<file path="src/rtl/ccd_timing_pkg.sv">
// Shared types and phase-pattern constants for the CCD horizontal timing generator.
// Pattern constants hold the level for phase n in bit n.
package ccd_timing_pkg;

    typedef enum logic [1:0] {
        ST_IDLE   = 2'd0,
        ST_LEAD   = 2'd1,
        ST_ACTIVE = 2'd2,
        ST_TRAIL  = 2'd3
    } ccd_state_t;

    typedef struct packed {
        logic h1;
        logic h2;
        logic rg;
        logic shp;
        logic shd;
    } ccd_out_t;

    localparam logic [3:0] H1_PAT  = 4'b0011;
    localparam logic [3:0] H2_PAT  = 4'b1100;
    localparam logic [3:0] RG_PAT  = 4'b0001;
    localparam logic [3:0] SHP_PAT = 4'b0010;
    localparam logic [3:0] SHD_PAT = 4'b1000;

    localparam ccd_out_t IDLE_OUT = '{h1: 1'b1, h2: 1'b0, rg: 1'b0, shp: 1'b0, shd: 1'b0};

endpackage

</file>
<file path="src/rtl/ccd_hphase_decode.sv">
// Combinational (state, phase) to CCD/AFE level decode; the parent registers the result.
module ccd_hphase_decode
    import ccd_timing_pkg::*;
(
    input  ccd_state_t state,
    input  logic [1:0] phase,
    output ccd_out_t   pat,
    output logic       pix_strobe
);

    always_comb begin
        pat        = IDLE_OUT;
        pix_strobe = 1'b0;
        if (state != ST_IDLE) begin
            pat.h1     = H1_PAT[phase];
            pat.h2     = H2_PAT[phase];
            pat.rg     = RG_PAT[phase];
            pat.shp    = SHP_PAT[phase];
            pat.shd    = SHD_PAT[phase];
            // Active pixel data is captured on the shd phase.
            pix_strobe = (state == ST_ACTIVE) && (phase == 2'd3);
        end
    end

endmodule

</file>
<file path="src/rtl/ccd_htiming_gen.sv">
// Horizontal CCD line sequencer: LEAD/ACTIVE/TRAIL pixels of 4 clocks each,
// with registered h1/h2/rg/shp/shd, active-pixel strobe/index and line handshake.
module ccd_htiming_gen
    import ccd_timing_pkg::*;
#(
    parameter int CNT_W = 12
) (
    input  logic             clk,
    input  logic             rst_n,
    input  logic             start,
    input  logic             abort,
    input  logic [CNT_W-1:0] lead_cnt,
    input  logic [CNT_W-1:0] active_cnt,
    input  logic [CNT_W-1:0] trail_cnt,
    output logic             busy,
    output logic             h1,
    output logic             h2,
    output logic             rg,
    output logic             shp,
    output logic             shd,
    output logic             pix_valid,
    output logic [CNT_W-1:0] pix_idx,
    output logic             line_done
);

    ccd_state_t       state;
    ccd_state_t       entry_state;
    ccd_state_t       adv_state;
    logic [1:0]       phase;
    logic [CNT_W-1:0] rem;
    logic [CNT_W-1:0] entry_cnt;
    logic [CNT_W-1:0] adv_cnt;
    logic [CNT_W-1:0] active_q;
    logic [CNT_W-1:0] trail_q;
    logic [CNT_W-1:0] act_idx;
    logic             accept;
    ccd_out_t         dec_pat;
    logic             dec_strobe;

    function automatic ccd_state_t first_state(input logic l_nz, input logic a_nz, input logic t_nz);
        if (l_nz)      return ST_LEAD;
        else if (a_nz) return ST_ACTIVE;
        else if (t_nz) return ST_TRAIL;
        else           return ST_IDLE;
    endfunction

    assign accept = (state == ST_IDLE) && start && !abort;

    always_comb begin
        entry_state = first_state(|lead_cnt, |active_cnt, |trail_cnt);
        case (entry_state)
            ST_LEAD:   entry_cnt = lead_cnt;
            ST_ACTIVE: entry_cnt = active_cnt;
            ST_TRAIL:  entry_cnt = trail_cnt;
            default:   entry_cnt = '0;
        endcase

        case (state)
            ST_LEAD:   adv_state = first_state(1'b0, |active_q, |trail_q);
            ST_ACTIVE: adv_state = first_state(1'b0, 1'b0, |trail_q);
            default:   adv_state = ST_IDLE;
        endcase
        case (adv_state)
            ST_ACTIVE: adv_cnt = active_q;
            ST_TRAIL:  adv_cnt = trail_q;
            default:   adv_cnt = '0;
        endcase
    end

    // Control stage: state, phase, remaining pixels in the current state.
    always_ff @(posedge clk) begin
        if (!rst_n) begin
            state     <= ST_IDLE;
            phase     <= 2'd0;
            rem       <= '0;
            busy      <= 1'b0;
            line_done <= 1'b0;
        end else begin
            line_done <= 1'b0;
            if (state == ST_IDLE) begin
                if (accept) begin
                    state     <= entry_state;
                    phase     <= 2'd0;
                    rem       <= entry_cnt;
                    busy      <= (entry_state != ST_IDLE);
                    line_done <= (entry_state == ST_IDLE);
                end
            end else if (abort) begin
                state <= ST_IDLE;
                phase <= 2'd0;
                busy  <= 1'b0;
            end else begin
                phase <= phase + 2'd1;
                if (phase == 2'd3) begin
                    // Count down to 1 rather than 0 so a full-scale count never wraps.
                    if (rem == CNT_W'(1)) begin
                        state <= adv_state;
                        rem   <= adv_cnt;
                        if (adv_state == ST_IDLE) begin
                            busy      <= 1'b0;
                            line_done <= 1'b1;
                        end
                    end else begin
                        rem <= rem - CNT_W'(1);
                    end
                end
            end
        end
    end

    always_ff @(posedge clk) begin
        if (accept) begin
            active_q <= active_cnt;
            trail_q  <= trail_cnt;
            act_idx  <= '0;
        end else if (dec_strobe) begin
            act_idx <= act_idx + CNT_W'(1);
        end
    end

    ccd_hphase_decode u_decode (
        .state      (state),
        .phase      (phase),
        .pat        (dec_pat),
        .pix_strobe (dec_strobe)
    );

    // Output stage: one-clock registered decode of (state, phase).
    always_ff @(posedge clk) begin
        if (!rst_n) begin
            h1        <= IDLE_OUT.h1;
            h2        <= IDLE_OUT.h2;
            rg        <= IDLE_OUT.rg;
            shp       <= IDLE_OUT.shp;
            shd       <= IDLE_OUT.shd;
            pix_valid <= 1'b0;
            pix_idx   <= '0;
        end else begin
            h1        <= dec_pat.h1;
            h2        <= dec_pat.h2;
            rg        <= dec_pat.rg;
            shp       <= dec_pat.shp;
            shd       <= dec_pat.shd;
            pix_valid <= dec_strobe;
            if (dec_strobe) pix_idx <= act_idx;
        end
    end

endmodule

</file>
<file path="config.mk">
export PLATFORM = sky130hd
export DESIGN_NAME = ccd_htiming_gen
export DESIGN_NICKNAME = d
export VERILOG_FILES = /design/src/rtl/ccd_timing_pkg.sv /design/src/rtl/ccd_hphase_decode.sv /design/src/rtl/ccd_htiming_gen.sv
export SDC_FILE = /design/constraint.sdc
export NUM_CORES = 1
export LEC_CHECK = 0
export BUFFER_PORTS_ARGS = -buffer_cell sky130_fd_sc_hd__buf_4
export CORE_MARGIN = 2
export CORE_UTILIZATION = 46
export CTS_CLUSTER_SIZE = 28
export DETAILED_ROUTE_END_ITERATION = 7
export PLACE_DENSITY = 0.67
export REMOVE_ABC_BUFFERS = 1
export SLEW_MARGIN = 20
export SYNTH_ARGS = -nofsm -noshare
export SYNTH_HDL_FRONTEND = slang
export SYNTH_SLANG_ARGS = --single-unit
</file>
<file path="constraint.sdc">
create_clock -name clk -period 5.9 [get_ports clk]
set_input_delay 1.77 -clock clk [delete_from_list [all_inputs] [get_ports clk]]
set_output_delay 1.77 -clock clk [all_outputs]
set_load 0.03 [all_outputs]
</file>
### Word level (Yosys, flattened, before mapping)

Cells that the tools add are included.

* shift-type cells: 0
* eq/ne operators: 11
* $mul: 0
* bitwise operators: 0
* reduce and logical (&&, ||, !) cells: 22
* add/subtract/negate cells: 3
* mux-type cells: 44
* div/mod/pow operators: 0
* order comparisons: 1

Operator list (number)
* $mux 12: 5
* $reduce_or 12->1: 5
* $pmux 12 s3: 1
* $mux 2: 13
* $pmux 12 s2: 1
* $mux 1: 18
* $add 12x1->12 const B: 1
* $eq 12x1->1 const B: 1
* $eq 2x2->1 const B: 6
* $sub 12x1->12 const B: 1
* $bmux 1 s2: 5
* $reduce_bool 3->1: 3
* $logic_not 2->1: 3
* $reduce_and 3->1: 2
* $reduce_bool 2->1: 3
* $eq 2x1->1 const B: 2
* $pmux 2 s2: 1
* $reduce_and 4->1: 1
* $logic_and 1x1->1: 3
* $lt 2x3->1 const B: 1
* $add 2x1->2 const B: 1
* $ne 2x1->1 const B: 1
* $ne 2x2->1 const B: 1
* $reduce_and 2->1: 1
* $logic_not 1->1: 1

* output and inout bits: 20
* word-level logic and storage cells: 96
* memories kept: 0
* ROM bits: 0
* register bits after elaboration: 72
* RAM bits: 0
* latch bits: 0

### Depth between registers and ports, before layout

* word-level depth: 10
* mapped depth: 10
* mapped depth without buffers: 8

### By module

Synthesis repeated with hierarchy kept, for this count alone.

* cells, all modules: 368
* area total of the unflattened synthesis: 3657.3 µm²

By module, submodules not included
* ccd_htiming_gen: area an instance 3604.7 µm², cells each 360, sequential area each 1681.6 µm², times used 1
* ccd_hphase_decode: area an instance 52.6 µm², cells each 8, sequential area each 0.0 µm², times used 1

### Worst setup path before layout

Ideal clock, no wire load.

* path kind: input to register
* from: input port abort
* to: register active_q[0], enable pin
* path buffers: 2
* path slack: 2.431 ns
* stages: 4
* data arrival time: 3.072 ns
* cell sequence: inv_1 and3_1 clkbuf_1 clkbuf_1

* longest elaborated chain between the ends: 2

RTL lines
* start: declaration: line ccd_htiming_gen.sv:11 `input logic abort,`
* $logic_not 1->1: line ccd_htiming_gen.sv:47 `assign accept = (state == ST_IDLE) && start && !abort;`
* $logic_and 1x1->1: line ccd_htiming_gen.sv:47
* via accept: line ccd_htiming_gen.sv:36 `logic accept;`
* end signal: assignment: line ccd_htiming_gen.sv:113 `active_q <= active_cnt;`
* end: declaration: line ccd_htiming_gen.sv:33 `logic [CNT_W-1:0] active_q;`

The timed path passes the listed nets, and every way through them passes these cells.
A chain may end at the register's enable or synchronous reset.

### Final worst setup path

* from: input port lead_cnt[3]
* to: register rem[9]

* longest elaborated chain between the ends: 6
* elaborated cells between the ends (all ways): 8
* classes of those cells: eq/ne (3); mux (4); reduce/logical (1)

RTL lines
* start: declaration: line ccd_htiming_gen.sv:12 `input logic [CNT_W-1:0] lead_cnt,`
* $reduce_or 12->1 *: line ccd_htiming_gen.sv:50 `entry_state = first_state(|lead_cnt, |active_cnt, |trail_cnt);`
* $mux 2 *: line ccd_htiming_gen.sv:41 `if (l_nz) return ST_LEAD;`
* $eq 2x2->1 or $eq 2x1->1 (tied branches): line ccd_htiming_gen.sv:51 `case (entry_state)`
* $pmux 12 s3 *: line ccd_htiming_gen.sv:51
* $mux 12 *: line ccd_htiming_gen.sv:81 `if (accept) begin`
* $mux 12 *: line ccd_htiming_gen.sv:80 `if (state == ST_IDLE) begin`
* end signal: assignment: line ccd_htiming_gen.sv:84 `rem <= entry_cnt;`
* end signal: assignment: line ccd_htiming_gen.sv:98 `rem <= adv_cnt;`
* end signal: assignment: line ccd_htiming_gen.sv:104 `rem <= rem - CNT_W'(1);`
* end: declaration: line ccd_htiming_gen.sv:30 `logic [CNT_W-1:0] rem;`

Mark *: on every way between the ends. The rest lies on a longest branch, timed or not. The select of a mux whose other input is x is not followed.

==> flow_metrics.py <==
metrics = {
    "status": {
        "outcome": "complete, no violations",
    },
    "global_route": {
        "grt_util_met3_pct": 4.432,
        "grt_max_degree": 39,
        "overflow": 0,
        "grt_most_used_layer": "met2",
        "met2_usage_pct": 37.35,
        "antenna_found_initial": 0,
        "grt_use_total_pct": 23.86,
        "met1_usage_pct": 33.38,
        "grt_pass1_wl_um": 15950,
        "grt_pass1_vias": 3154,
    },
    "yosys": {
        "yosysWarnings": 0,
        "synth_area_leaders": "dfxtp_1 (26%), edfxtp_1 (20%), a21oi_1 (6.0%), nand2_1 (5.3%), nor2_1 (4.5%)",
        "synth_edf_count": 24,
        "async_flop_share_pct": 0,
        "synth_top_area_share_pct": 26.09,
        "synth_cell_types": 62,
        "netlist_instances": 410,
        "synth-seq-cells": 72,
        "netlist_area_um2": 3684,
        "synth_flop_cell": "dfxtp_1",
        "yosysSeqAreaShare_pct": 45.65,
        "yosysTopAreaCell": "dfxtp_1",
        "syn_avg_cell_area_um2": 8.984,
    },
    "setup_path": {
        "worstSetupStartpoint": "lead_cnt[3]",
        "cp_cell_sequence": "buf_4 -> or4_1 -> nor2_1 -> nand4b_1 -> o21ai_2 -> nand2_1 -> a32o_1",
        "rr_worst_depth": 8,
        "critPathLaunchType": "primary input",
        "cp.required_ps": 6140,
        "reg2reg_from": "state[0]$_SDFFE_PN0P_",
        "arrival_ps": 3920,
        "crit_type": "primary input to flop",
        "critical-path-max-stage-delay_ps": 520,
        "critPathMaxFanout": 16,
        "end_kind": "flop",
        "crit_slowest_cell": "or4_1",
    },
    "hold_path": {
        "min_from": "pix_idx[1]$_SDFFE_PN0P_",
        "min_path_cells": 2,
        "hold_class": "flop to flop",
    },
    "sta": {
        "setup_viol": 0,
        "period_minus_slack_ps": 3671,
        "fin_skew_ps": 8.753,
        "min_period_over_period_pct": 62.23,
        "final-max-slew-violation-count": 0,
        "setup_tns_ps": 0,
        "rsz0062_at_grt": "no",
        "finalHoldViolCount": 0,
        "holdWs_ps": 458.3,
        "tightest_slew_ps": 919.6,
        "slew_headroom_pct": 38.28,
        "fmax_mhz": 272.4,
    },
    "die": {
        "initial_utilization_pct": 47.67,
        "die_h_um": 93.49,
        "core_area_um2": 7727,
        "die-width_um": 93.49,
        "rows": 32,
        "fp.dieArea_um2": 8739,
        "io_pins": 60,
    },
    "clocking": {
        "cts_tree": "done",
        "cts_made_buffers": 9,
        "cts_buffer_depth": 2,
        "root_buffer": "clkbuf_8",
        "clk_latency_ps": 350,
        "hold_buffers": 0,
        "clk_pin_slew_ps": 80,
        "h-tree-depth": 3,
        "cts_resized": 0,
        "clock_sinks": 72,
        "post_cts_buffers": 0,
    },
    "place": {
        "place_area_um2": 4190,
        "dp_hpwl_um": 7380,
        "portBuffers": 59,
        "gp_congestion": 0.9711,
    },
    "power": {
        "ir_drop_v": 0.0001902,
        "power_mw": 1.532,
        "p_leak_nw": 1.657,
        "power_density_nw_per_um2": 348.9,
    },
    "cells_and_area": {
        "fin_nets": 513,
        "drive_gt1_share_pct": 20.26,
        "area_delta_synth_final_pct": 19.19,
        "fin_area_um2": 4390,
        "diodes": 0,
        "postLayoutCoreUtil_pct": 56.82,
    },
    "detailed_routing": {
        "ant_nets": 0,
        "vias_per_cell": 5.954,
        "num_vias": 3400,
        "first_pass_iters": 5,
        "wl_um": 9952,
        "wl_per_cell_um": 17.43,
        "remaining_drc_errors": 0,
        "drt_iter0_markers": 283,
    },
    "run": {
        "maxCapViolCount": 0,
    },
}
==> worst paths after layout <==
check                           slack [ps]                 endpoint
worst max-delay path                  2230      rem[9]$_SDFFE_PN0P_
worst min-delay path                   460  pix_idx[1]$_SDFFE_PN0P_
worst max register to register        3260  act_idx[9]$_SDFFE_PP0P_
worst min register to register         460  pix_idx[1]$_SDFFE_PN0P_
==> registers in the layout, indices dropped and copies added, names as in the netlist <==
register and count:
pix_valid 1, pix_idx 12, h1 1, act_idx 12, trail_q 12, line_done 1, h2 1, shp 1
active_q 12, state 2, rg 1, phase 2, busy 1, shd 1, rem 12
==> area by class of cell <==
class,count,area (µm²)
clock inverter,3,20.02
multi-input combinational,309,1882
tap,102,127.6
fill,718,3337
inverter,11,41.29
clock buffer,13,180.2
sequential,72,1682
timing repair buffer,61,457.9
==> metal layers <==
layer | vias to the layer above | share of wire, %
met5 | - | 0
met3 | 19 | 7.6
met1 | 1604 | 45
met2 | 153 | 45
met4 | 0 | 2.1
li1 | 1624 | -
==> placed cells by master, fill, tap and decap left out, types with 4 or more instances in the layout <==
cell      synthesis  layout
buf_4             2      61
inv_1            11      11
xor2_1            8       8
o21ai_0          28      28
edfxtp_1         24      24
a32o_1            4       4
nand4_1           5       5
clkbuf_8          0      11
nand2_1          52      52
a21o_1            4       4
nor2_1           44      44
and3_1            4       4
ha_1              9       9
a31oi_1           8       8
nand3_1          11      11
dfxtp_1          48      48
and2_1            4       4
a21oi_1          44      44
or4_1             4       4
nor4_1           10      10
nor3_1            7       7
==> power by group <==
group / switching, mW / internal, mW / leakage (nW)
Combinational: 0.328 / 0.189 / 0.941
Clock: 0.189 / 0.203 / 0.105
Sequential: 0.0523 / 0.571 / 0.611
Total: 0.569 / 0.963 / 1.66
==> Yosys cell counts (all sizes together), types with 9 or more instances <==
master and n:
a21oi 45, clkbuf 12, dfxtp 48, edfxtp 24
ha 9, inv 11, nand2 52, nand3 12
nor2 45, nor4 13, o21ai 30
==> metrics by stage <==
stage | worst slack (ps) | cells
2_1_floorplan | 2080 | 392
3_3_place_gp | 1977 | 555
3_5_place_dp | 1951 | 555
4_1_cts | 2284 | 571
5_1_grt | 2136 | 571
6_report | 2229 | 571
==> worst max-delay path: cells and delay by family <==
| family | cells | cell delay [ps] |
|---|---|---|
| AOI/OAI and AO/OA | 2 | 760 |
| and+or+nand+nor | 4 | 1280 |
| buffers and inverters | 1 | 110 |
==> cells by family after synthesis <==
group	count (synthesis)	share of synthesized area, %
adder cells (fa/ha/maj)	9	3.057
flip-flops	72	45.65
multiplexers	1	0.2717
AND/OR/NAND/NOR	162	22.89
buffers and inverters	29	3.261
XOR/XNOR	11	2.616
AO/OA/AOI/OAI	126	22.25
(Power assumes the default switching activity.)
